[config.mk]
export PLATFORM = sky130hd
export DESIGN_NAME = mem_access_stage
export DESIGN_NICKNAME = d
export VERILOG_FILES = /design/src/rtl/cpu_mem_pkg.sv /design/src/rtl/mem_lane_align.sv /design/src/rtl/mem_access_stage.sv
export SDC_FILE = /design/constraint.sdc
export NUM_CORES = 1
export LEC_CHECK = 0
export CORE_ASPECT_RATIO = 0.9
export CORE_MARGIN = 1.5
export CORE_UTILIZATION = 32
export DETAILED_ROUTE_END_ITERATION = 8
export GPL_ROUTABILITY_DRIVEN = 0
export HOLD_SLACK_MARGIN = 0.08
export PLACE_DENSITY_LB_ADDON = 0.15
export SYNTH_ARGS = -nofsm -noshare
export SYNTH_HDL_FRONTEND = slang
export SYNTH_SLANG_ARGS = --single-unit
[constraint.sdc]
create_clock -name clk -period 3.2 [get_ports clk]
set_input_delay 0.96 -clock clk [delete_from_list [all_inputs] [get_ports clk]]
set_output_delay 0.96 -clock clk [all_outputs]
set_load 0.05 [all_outputs]
[src/rtl/cpu_mem_pkg.sv]
// -----------------------------------------------------------------------------
// cpu_mem_pkg
// Shared definitions for the MEM-stage access controller:
//   - ByteOrWord access-size encodings (2'b11 is handled as a word access)
//   - FSM state encoding
//   - byte-enable strobe constants
//   - helpers to normalise the access size and detect misaligned accesses
// -----------------------------------------------------------------------------
package cpu_mem_pkg;

  localparam logic [1:0] BW_BYTE = 2'b00;
  localparam logic [1:0] BW_HALF = 2'b01;
  localparam logic [1:0] BW_WORD = 2'b10;

  localparam logic [3:0] STRB_BYTE0   = 4'b0001;
  localparam logic [3:0] STRB_HALF_LO = 4'b0011;
  localparam logic [3:0] STRB_HALF_HI = 4'b1100;
  localparam logic [3:0] STRB_ALL     = 4'b1111;

  typedef enum logic {
    ST_IDLE = 1'b0,
    ST_BUSY = 1'b1
  } state_e;

  // Fold the unused 2'b11 encoding onto a word access.
  function automatic logic [1:0] norm_bw(input logic [1:0] bw);
    return (bw == BW_BYTE || bw == BW_HALF) ? bw : BW_WORD;
  endfunction

  function automatic logic is_misaligned(input logic [1:0] bw, input logic [1:0] addr_lo);
    logic [1:0] nbw;
    nbw = norm_bw(bw);
    if (nbw == BW_BYTE)      return 1'b0;
    else if (nbw == BW_HALF) return addr_lo[0];
    else                     return (addr_lo != 2'b00);
  endfunction

endpackage

[src/rtl/mem_lane_align.sv]
// -----------------------------------------------------------------------------
// mem_lane_align
// Purely combinational byte-lane steering for the MEM stage.
//   Store side: st_bw/st_addr_lo/st_data -> st_strb (byte enables) and
//               st_wdata (store data replicated onto every lane it may occupy).
//   Load side:  ld_bw/ld_addr_lo/ld_raw  -> ld_data (selected lane,
//               sign-extended to 32 bits).
// -----------------------------------------------------------------------------
module mem_lane_align
  import cpu_mem_pkg::*;
(
  input  logic [1:0]  st_bw,
  input  logic [1:0]  st_addr_lo,
  input  logic [31:0] st_data,
  output logic [3:0]  st_strb,
  output logic [31:0] st_wdata,
  input  logic [1:0]  ld_bw,
  input  logic [1:0]  ld_addr_lo,
  input  logic [31:0] ld_raw,
  output logic [31:0] ld_data
);

  logic [7:0]  ld_byte;
  logic [15:0] ld_half;

  // NOTE: every always_comb output gets a default before the case so no
  // path leaves it unassigned, which would otherwise infer a latch.
  always_comb begin
    st_strb  = STRB_ALL;
    st_wdata = st_data;
    case (norm_bw(st_bw))
      BW_BYTE: begin
        st_strb  = STRB_BYTE0 << st_addr_lo;
        st_wdata = {4{st_data[7:0]}};
      end
      BW_HALF: begin
        st_strb  = st_addr_lo[1] ? STRB_HALF_HI : STRB_HALF_LO;
        st_wdata = {2{st_data[15:0]}};
      end
      default: ;
    endcase
  end

  always_comb begin
    ld_byte = ld_raw[{ld_addr_lo, 3'b000} +: 8];
    ld_half = ld_addr_lo[1] ? ld_raw[31:16] : ld_raw[15:0];
    ld_data = ld_raw;
    case (norm_bw(ld_bw))
      BW_BYTE: ld_data = {{24{ld_byte[7]}}, ld_byte};
      BW_HALF: ld_data = {{16{ld_half[15]}}, ld_half};
      default: ;
    endcase
  end

endmodule

[src/rtl/mem_access_stage.sv]
// -----------------------------------------------------------------------------
// mem_access_stage
// MEM-stage access controller. Takes the EX/MEM register outputs, runs one
// req/ack bus transaction to data RAM or IO per load/store, stalls the
// earlier pipe stages until the transaction completes, and registers the
// result into the MEM/WB boundary.
//
// Reset: rst_n is a synchronous ACTIVE-HIGH reset (reset while rst_n == 1).
//
// Ports
//   EX/MEM in : RegWrite_i, MemRead_i, MemWrite_i, IoRead_i, IoWrite_i,
//               MemOrIoToReg_i, ByteOrWord_i[1:0], ALUResult_i[31:0],
//               rdata2_i[31:0], rd_i[4:0]
//   stall_o   : combinational; holds EX/MEM and earlier stages
//   bus       : mem_req_o, mem_we_o, io_sel_o, mem_addr_o[ADDR_W-1:0],
//               mem_wstrb_o[3:0], mem_wdata_o[31:0] out;
//               mem_rdata_i[31:0], mem_ack_i in
//   MEM/WB out: RegWrite_o, MemOrIoToReg_o, rd_o, ALUResult_o, ReadData_o
//   events    : misalign_o (access dropped), bus_err_o (ack timeout),
//               both single-cycle pulses
// -----------------------------------------------------------------------------
module mem_access_stage
  import cpu_mem_pkg::*;
#(
  parameter int ADDR_W  = 14,
  parameter int TIMEOUT = 16
) (
  input  logic              clk,
  input  logic              rst_n,
  input  logic              RegWrite_i,
  input  logic              MemRead_i,
  input  logic              MemWrite_i,
  input  logic              IoRead_i,
  input  logic              IoWrite_i,
  input  logic              MemOrIoToReg_i,
  input  logic [1:0]        ByteOrWord_i,
  input  logic [31:0]       ALUResult_i,
  input  logic [31:0]       rdata2_i,
  input  logic [4:0]        rd_i,
  output logic              stall_o,
  output logic              mem_req_o,
  output logic              mem_we_o,
  output logic              io_sel_o,
  output logic [ADDR_W-1:0] mem_addr_o,
  output logic [3:0]        mem_wstrb_o,
  output logic [31:0]       mem_wdata_o,
  input  logic [31:0]       mem_rdata_i,
  input  logic              mem_ack_i,
  output logic              RegWrite_o,
  output logic              MemOrIoToReg_o,
  output logic [4:0]        rd_o,
  output logic [31:0]       ALUResult_o,
  output logic [31:0]       ReadData_o,
  output logic              misalign_o,
  output logic              bus_err_o
);

  localparam int CNT_W = $clog2(TIMEOUT);

  state_e           state_q, state_d;
  logic [CNT_W-1:0] cnt_q;

  logic op, wr, io, mis, busy, timeout;
  logic start, finish_ok, finish_err;

  // Copies of the accepted instruction, held for the whole transaction.
  logic [1:0]  bw_q, alo_q;
  logic        rw_q, m2r_q;
  logic [4:0]  rd_q;
  logic [31:0] alu_q;

  logic [3:0]  st_strb;
  logic [31:0] st_wdata, ld_data;

  assign op      = MemRead_i | MemWrite_i | IoRead_i | IoWrite_i;
  // A write request overrides a simultaneous read request.
  assign wr      = MemWrite_i | IoWrite_i;
  assign io      = wr ? IoWrite_i : IoRead_i;
  assign mis     = op & is_misaligned(ByteOrWord_i, ALUResult_i[1:0]);
  assign busy    = (state_q == ST_BUSY);
  assign timeout = busy & (cnt_q == CNT_W'(TIMEOUT - 1));

  // Stall drops in the completion cycle so EX/MEM advances on that edge.
  assign stall_o   = op & ~mis & ~(busy & (mem_ack_i | timeout));
  assign mem_req_o = busy;

  mem_lane_align u_align (
    .st_bw      (ByteOrWord_i),
    .st_addr_lo (ALUResult_i[1:0]),
    .st_data    (rdata2_i),
    .st_strb    (st_strb),
    .st_wdata   (st_wdata),
    .ld_bw      (bw_q),
    .ld_addr_lo (alo_q),
    .ld_raw     (mem_rdata_i),
    .ld_data    (ld_data)
  );

  // Next-state logic. Ack takes priority over a same-cycle timeout.
  always_comb begin
    state_d    = state_q;
    start      = 1'b0;
    finish_ok  = 1'b0;
    finish_err = 1'b0;
    case (state_q)
      ST_IDLE: begin
        if (op && !mis) begin
          state_d = ST_BUSY;
          start   = 1'b1;
        end
      end
      ST_BUSY: begin
        if (mem_ack_i) begin
          state_d   = ST_IDLE;
          finish_ok = 1'b1;
        end else if (timeout) begin
          state_d    = ST_IDLE;
          finish_err = 1'b1;
        end
      end
      default: state_d = ST_IDLE;
    endcase
  end

  // NOTE: clocked state is written with non-blocking assignments so every
  // flop samples pre-edge values regardless of statement order.
  always_ff @(posedge clk) begin
    if (rst_n) begin
      state_q <= ST_IDLE;
      cnt_q   <= '0;
    end else begin
      state_q <= state_d;
      cnt_q   <= (busy && state_d == ST_BUSY) ? cnt_q + 1'b1 : '0;
    end
  end

  // Request latches: captured once on the accepting edge so the bus sees
  // stable address/data for the whole transaction.
  always_ff @(posedge clk) begin
    if (rst_n) begin
      mem_addr_o  <= '0;
      mem_we_o    <= 1'b0;
      io_sel_o    <= 1'b0;
      mem_wstrb_o <= '0;
      mem_wdata_o <= '0;
      bw_q        <= '0;
      alo_q       <= '0;
      rw_q        <= 1'b0;
      m2r_q       <= 1'b0;
      rd_q        <= '0;
      alu_q       <= '0;
    end else if (start) begin
      mem_addr_o  <= ALUResult_i[ADDR_W+1:2];
      mem_we_o    <= wr;
      io_sel_o    <= io;
      mem_wstrb_o <= st_strb;
      mem_wdata_o <= st_wdata;
      bw_q        <= ByteOrWord_i;
      alo_q       <= ALUResult_i[1:0];
      rw_q        <= RegWrite_i;
      m2r_q       <= MemOrIoToReg_i;
      rd_q        <= rd_i;
      alu_q       <= ALUResult_i;
    end
  end

  // MEM/WB boundary. Any edge that neither passes a non-memory instruction
  // through nor completes a transaction inserts a bubble.
  always_ff @(posedge clk) begin
    if (rst_n) begin
      RegWrite_o     <= 1'b0;
      MemOrIoToReg_o <= 1'b0;
      rd_o           <= '0;
      ALUResult_o    <= '0;
      ReadData_o     <= '0;
      misalign_o     <= 1'b0;
      bus_err_o      <= 1'b0;
    end else begin
      misalign_o     <= ~busy & mis;
      bus_err_o      <= finish_err;
      RegWrite_o     <= 1'b0;
      MemOrIoToReg_o <= 1'b0;
      rd_o           <= '0;
      ALUResult_o    <= '0;
      ReadData_o     <= '0;
      if (!busy && !op) begin
        RegWrite_o     <= RegWrite_i;
        MemOrIoToReg_o <= MemOrIoToReg_i;
        rd_o           <= rd_i;
        ALUResult_o    <= ALUResult_i;
      end else if (finish_ok) begin
        RegWrite_o     <= rw_q;
        MemOrIoToReg_o <= m2r_q;
        rd_o           <= rd_q;
        ALUResult_o    <= alu_q;
        ReadData_o     <= mem_we_o ? '0 : ld_data;
      end
    end
  end

endmodule
# Word level (Yosys, flattened, before mapping)

Index checks and enable logic that the tools add are counted.

Add/sub/neg operators: 1
Reductions and logical operators: 16
Mux-type cells: 26
Equality and inequality tests: 5
Bitwise gates (word level): 16
Shift-type cells: 2

Operators with widths:

| cell                                                | number |
|---|---|
| case mux 32 bit (2 select lines)                    | 2 |
| two-way mux 32 bit                                  | 2 |
| variable part select 32 x 6 -> 8 bit                | 1 |
| two-way mux 16 bit                                  | 1 |
| two-way mux 1 bit                                   | 14 |
| two-way mux 5 bit                                   | 2 |
| equality test 2 x 1 -> 1 bit, second input constant | 4 |
| logical NOT 2 bit                                   | 4 |
| case mux 4 bit (2 select lines)                     | 1 |
| AND 1 bit                                           | 6 |
| NOT 1 bit                                           | 5 |
| bitwise OR 1 bit                                    | 5 |
| adder 4 x 1 -> 4 bit, second input constant         | 1 |
| equality test 4 bit, second input constant          | 1 |
| two-way mux 2 bit                                   | 2 |
| two-way mux 4 bit                                   | 1 |
| OR reduction 4 bit                                  | 1 |
| left shift 1 x 2 -> 4 bit, first input constant     | 1 |
| logical AND 1 bit                                   | 3 |
| logical NOT 1 bit                                   | 3 |
| OR reduction 3 bit                                  | 1 |
| logical OR 1 bit                                    | 2 |
| case mux 1 bit (2 select lines)                     | 1 |
| nonzero test 2 bit                                  | 1 |
| OR reduction 2 bit                                  | 1 |

Bits of input ports: 112
Output and inout bits: 127
Word-level logic and storage cells: 86
Flip-flop bits (word level): 173

# Longest topological paths before layout

Word-level depth: 14
Mapped depth: 6
Depth with buffers taken out: 4

# Modules after synthesis

Synthesis repeated with hierarchy kept, for this count alone.

Cells, all modules: 690
Area total of the unflattened synthesis: 7035.5 um^2

Modules (own cells, without submodules):

| module           | cells an instance | instances | area each (um^2) | seq. area each (um^2) |
|---|---|---|---|---|
| mem_access_stage | 545               | 1         | 5977.0           | 3143.0 |
| mem_lane_align   | 145               | 1         | 1058.5           | 0.0 |

# Worst setup path before layout

Ideal clock, no wire load.

Path type: input port to output port
Start: in ByteOrWord_i[0]
End: out stall_o
Setup slack: 0.046 ns
Data required time: 2.240 ns
Cell stages on the path: 3
Data arrival time: 2.194 ns
Path through: o21ai_1 clkbuf_1 o2111a_1

Longest elaborated chain between the ends: 10
Elaborated cells on any way between the ends: 12
Those cells by class: 2 x eq/ne; 3 x mux; 4 x bitwise; 3 x reduce/logical

RTL lines:

| what                                                                     | line                   | source |
|---|---|---|
| start: declaration                                                       | mem_access_stage.sv:36 | `input logic [1:0] ByteOrWord_i,` |
| equality test 2 x 1 -> 1 bit / logical NOT 2 bit (equally long branches) | cpu_mem_pkg.sv:27      | `return (bw == BW_BYTE \|\| bw == BW_HALF) ? bw : BW_WORD;` |
| logical OR 1 bit                                                         | cpu_mem_pkg.sv:27      |  |
| two-way mux 2 bit (*)                                                    | cpu_mem_pkg.sv:27      |  |
| equality test 2 x 1 -> 1 bit                                             | cpu_mem_pkg.sv:34      | `else if (nbw == BW_HALF) return addr_lo[0];` |
| two-way mux 1 bit                                                        | cpu_mem_pkg.sv:34      |  |
| two-way mux 1 bit (*)                                                    | cpu_mem_pkg.sv:33      | `if (nbw == BW_BYTE) return 1'b0;` |
| AND 1 bit (*)                                                            | mem_access_stage.sv:79 | `assign mis = op & is_misaligned(ByteOrWord_i, ALUResult_i[1:0]);` |
| NOT 1 bit (*)                                                            | mem_access_stage.sv:84 | `assign stall_o = op & ~mis & ~(busy & (mem_ack_i \| timeout));` |
| AND 1 bit (*) (2 in a row)                                               | mem_access_stage.sv:84 |  |
| end: declaration                                                         | mem_access_stage.sv:40 | `output logic stall_o,` |

Mark *: on every way between the ends. The rest lies on a longest branch, timed or not.

# Final worst setup path

Start: in MemRead_i
End: out stall_o

Longest elaborated chain between the ends: 7

RTL lines:

| what                              | line                   | source |
|---|---|---|
| start: declaration                | mem_access_stage.sv:31 | `input logic MemRead_i,` |
| bitwise OR 1 bit (*) (3 in a row) | mem_access_stage.sv:75 | `assign op = MemRead_i \| MemWrite_i \| IoRead_i \| IoWrite_i;` |
| AND 1 bit                         | mem_access_stage.sv:79 |  |
| NOT 1 bit                         | mem_access_stage.sv:84 |  |
| AND 1 bit (*) (2 in a row)        | mem_access_stage.sv:84 |  |

Marks and branches as above.

==> key figures <==
Run status
  • Run status: finished, violations left
  • Failing checks: DRC

Routing
  • Pre-antenna DRT Iters: 7
  • Initial drt markers: 331
  • DRC viols: 15
  • Routed via count: 5794
  • Per-cell routed wire length: 16.9 microns
  • ANT nets after route: 0
  • WL final: 19400 microns
  • Routed vias/inst: 5.05

Setup path
  • WP data arrival: 2210 ps
  • FF-to-FF path depth: 4
  • CP max FO: 2
  • CP Depth: 4
  • CP Data Required Time: 2240 ps
  • Crit path kind: in -> out
  • Worst-path cell chain: clkdlybuf4s50_1, or4_4, o2111a_1, buf_6
  • Family with the most delay on the worst path: buffers and inverters
  • Worst path max stage delay: 500 ps
  • WP buf/inv: 2
  • Nature of the critical path startpoint: input pin
  • Crit. End Element: primary output
  • CP max stage cell: or4_4

Synthesis
  • Unique masters post-synth: 44
  • Mapped Area: 6490 sq um
  • Asr flop ratio synth: 0%
  • Synth area leader: dfxtp_1
  • Top cell type's share of synthesized area: 48.4%
  • Sequential fraction of the synthesis area: 48.4%
  • Top cells by area, synth: dfxtp_1 48%, mux2i_1 10%, nand2_1 7.8%
  • Syn Nets: 785
  • Cell count after synthesis: 672
  • FF+latch count, synth: 157
  • EDFF count, synth: 0
  • Ys Warns: 0
  • Syn_area_per_cell: 9.66 sq um
  • Ys flop type: dfxtp_1

Power and ir drop
  • Max IR drop VDD: 0.226 mV
  • Leak: 3.60 nW
  • Power Density: 548 nW/um^2

Timing
  • Slew headroom: 59.3%
  • Crit share post-route: 99.0%
  • Achievable clock frequency: 0.316 GHz
  • Fin. Hold Viols: 0
  • Setup_tns: 0 ps
  • Final Setup Violations: 0
  • Crit path time final: 3170 ps
  • Worst setup skew after layout: 10.3 ps
  • Max-slew violation count: 0
  • Worst slew pin tran: 610 ps
  • RSZ-0062 raised after global routing: false

Clock network
  • Postcts setup bufs: 0
  • Worst-path clk slew: 70 ps
  • H-tree Lvls: 4
  • Clock Latency Late Sink: 410 ps
  • CTS tree: done
  • Cts bufs inserted: 17
  • Clk buf depth: 2
  • Root Driver: clkbuf_16
  • Clk sink count: 157
  • Hold_buf cts: 0

Place
  • DPL Wire Length: 14000 microns
  • Placed cell count: 1116
  • # port buffers: 238
  • Post-DP Area: 9040 sq um

Finish
  • Commonest cells after routing, fill and taps aside: 235 x clkdlybuf4s50_1, 157 x dfxtp_1, 134 x nand2_1
  • Layout area overhead: 48.5%
  • # diodes: 0
  • Layout cells sized above 1: 9.07%
  • Most common cell after layout, fill and taps aside: clkdlybuf4s50_1
  • Fillers: 1858
  • Nets@finish: 993
  • Final Instance Count excl. Fillers: 1148
  • Design area: 9640 sq um

Global routing
  • Gr usage total: 18.5%
  • Largest net degree at the start of global routing: 40
  • Initial antenna violation count: 0
  • First-pass GRT wire length: 31000 microns
  • Grt ovf: 0
  • Vias in the first global route: 5731

Die
  • Die Span Y: 138 microns
  • Core area: 19900 sq um
  • I/O pins: 239
  • Starting density of the core: 32.6%
  • Die area: 21200 sq um
  • FP Rows: 49
  • Die Span X: 153 microns

Run
  • Max-cap violation count: 0

Min path
  • Hold Crit Depth: 1
  • Worst Hold Class: reg -> reg
==> cell type report <==
| cell class | instances | area, sq um | area share, % |
|---|---|---|---|
| inverters | 6 | 23.8 | 0.247 |
| well taps | 255 | 319 | 3.31 |
| clock buffers | 20 | 457 | 4.74 |
| repair buffers | 265 | 2630 | 27.3 |
| clock inverters | 12 | 136 | 1.41 |
| flip-flops and latches | 157 | 3140 | 32.6 |
| multi-input cells | 433 | 2930 | 30.4 |
==> cell families after synthesis <==
family | synth area share (%)
DFF | 48.4
muxes | 11.7
buffers and inverters | 6.76
adders and majority gates | 0.193
and+or+nand+nor | 13.1
xor gates and xnor gates | 0.270
AOI/OAI and AO/OA | 19.5
==> report_power, final <==
group | switching [mW] | internal, mW
sequential | 0.0771 | 2.07
combinational | 0.652 | 0.459
clock | 0.827 | 1.20
total | 1.56 | 3.72
==> metrics by stage <==
step / utilization, % / setup slack, ps / hold WS [ps] / power, mW
after floorplan: - / 46.5 / 418 / 2.87
after global placement: 45.4 / -87.2 / 431 / 3.28
after detailed placement: 45.4 / -82.1 / 440 / 3.30
after CTS: 48.4 / 9.73 / 451 / 5.34
after global routing: 48.4 / 17.0 / 472 / 5.50
final: 48.4 / 31.5 / 453 / 5.28
==> per-layer routing <==
metal  vias up  part of all wire [%]  track usage [%]
met5         -                     0                0
met4         0                   2.3             7.64
met3        34                   7.5             5.42
met2       225                    46             29.4
met1      2716                    45             23.4
li1       2819                     -                -
==> state kept, by name (all words and copies together) (netlist names), 2 cells and up <==
| signal | flops |
|---|---|
| mem_wstrb_o | 4 |
| rd_q | 5 |
| alu_q | 18 |
| mem_wdata_o | 32 |
| ALUResult_o | 32 |
| ReadData_o | 32 |
| mem_addr_o | 13 |
| rd_o | 5 |
| cnt_q | 4 |
| bw_q | 2 |
==> path summary, 6_finish.rpt <==
| path | from | endpoint | slack, ps |
|---|---|---|---|
| min | cnt_q[0] | cnt_q[0] | 450 |
| max reg2reg | bw_q[1] | ReadData_o[6] | 1160 |
| min reg2reg | cnt_q[0] | cnt_q[0] | 450 |
| max | MemRead_i | stall_o | 30 |
==> synth_stat cells, drive strengths merged (2+ instances only) <==
library cell and n:
nand2 135, a2111oi 7, nor3 2, a311oi 10
nand2b 13, a211oi 19, o22ai 7, buf 36
o21ai 13, a222oi 6, mux2i 66, a22o 39
a2bb2oi 2, mux2 9, and3b 3, a41oi 22
nand3 3, a21oi 27, o211ai 8, nor2 7
nor2b 15, or3b 2, dfxtp 157, inv 5
a31oi 4, clkbuf 40, and2 6
==> timing repair <==
action	CTS	global route
endpoints found under the setup margin	1	1
pin swaps	1	1
gates resized for setup	4	1
==> worst reg2reg max path, stage by stage (launching register included) <==
cell and delay [ps]:
dfxtp_1 580, buf_4 350, nand2b_1 350, o22ai_1 140, a2111oi_0 490
No activity file was read; power rests on OpenSTA's default activity.
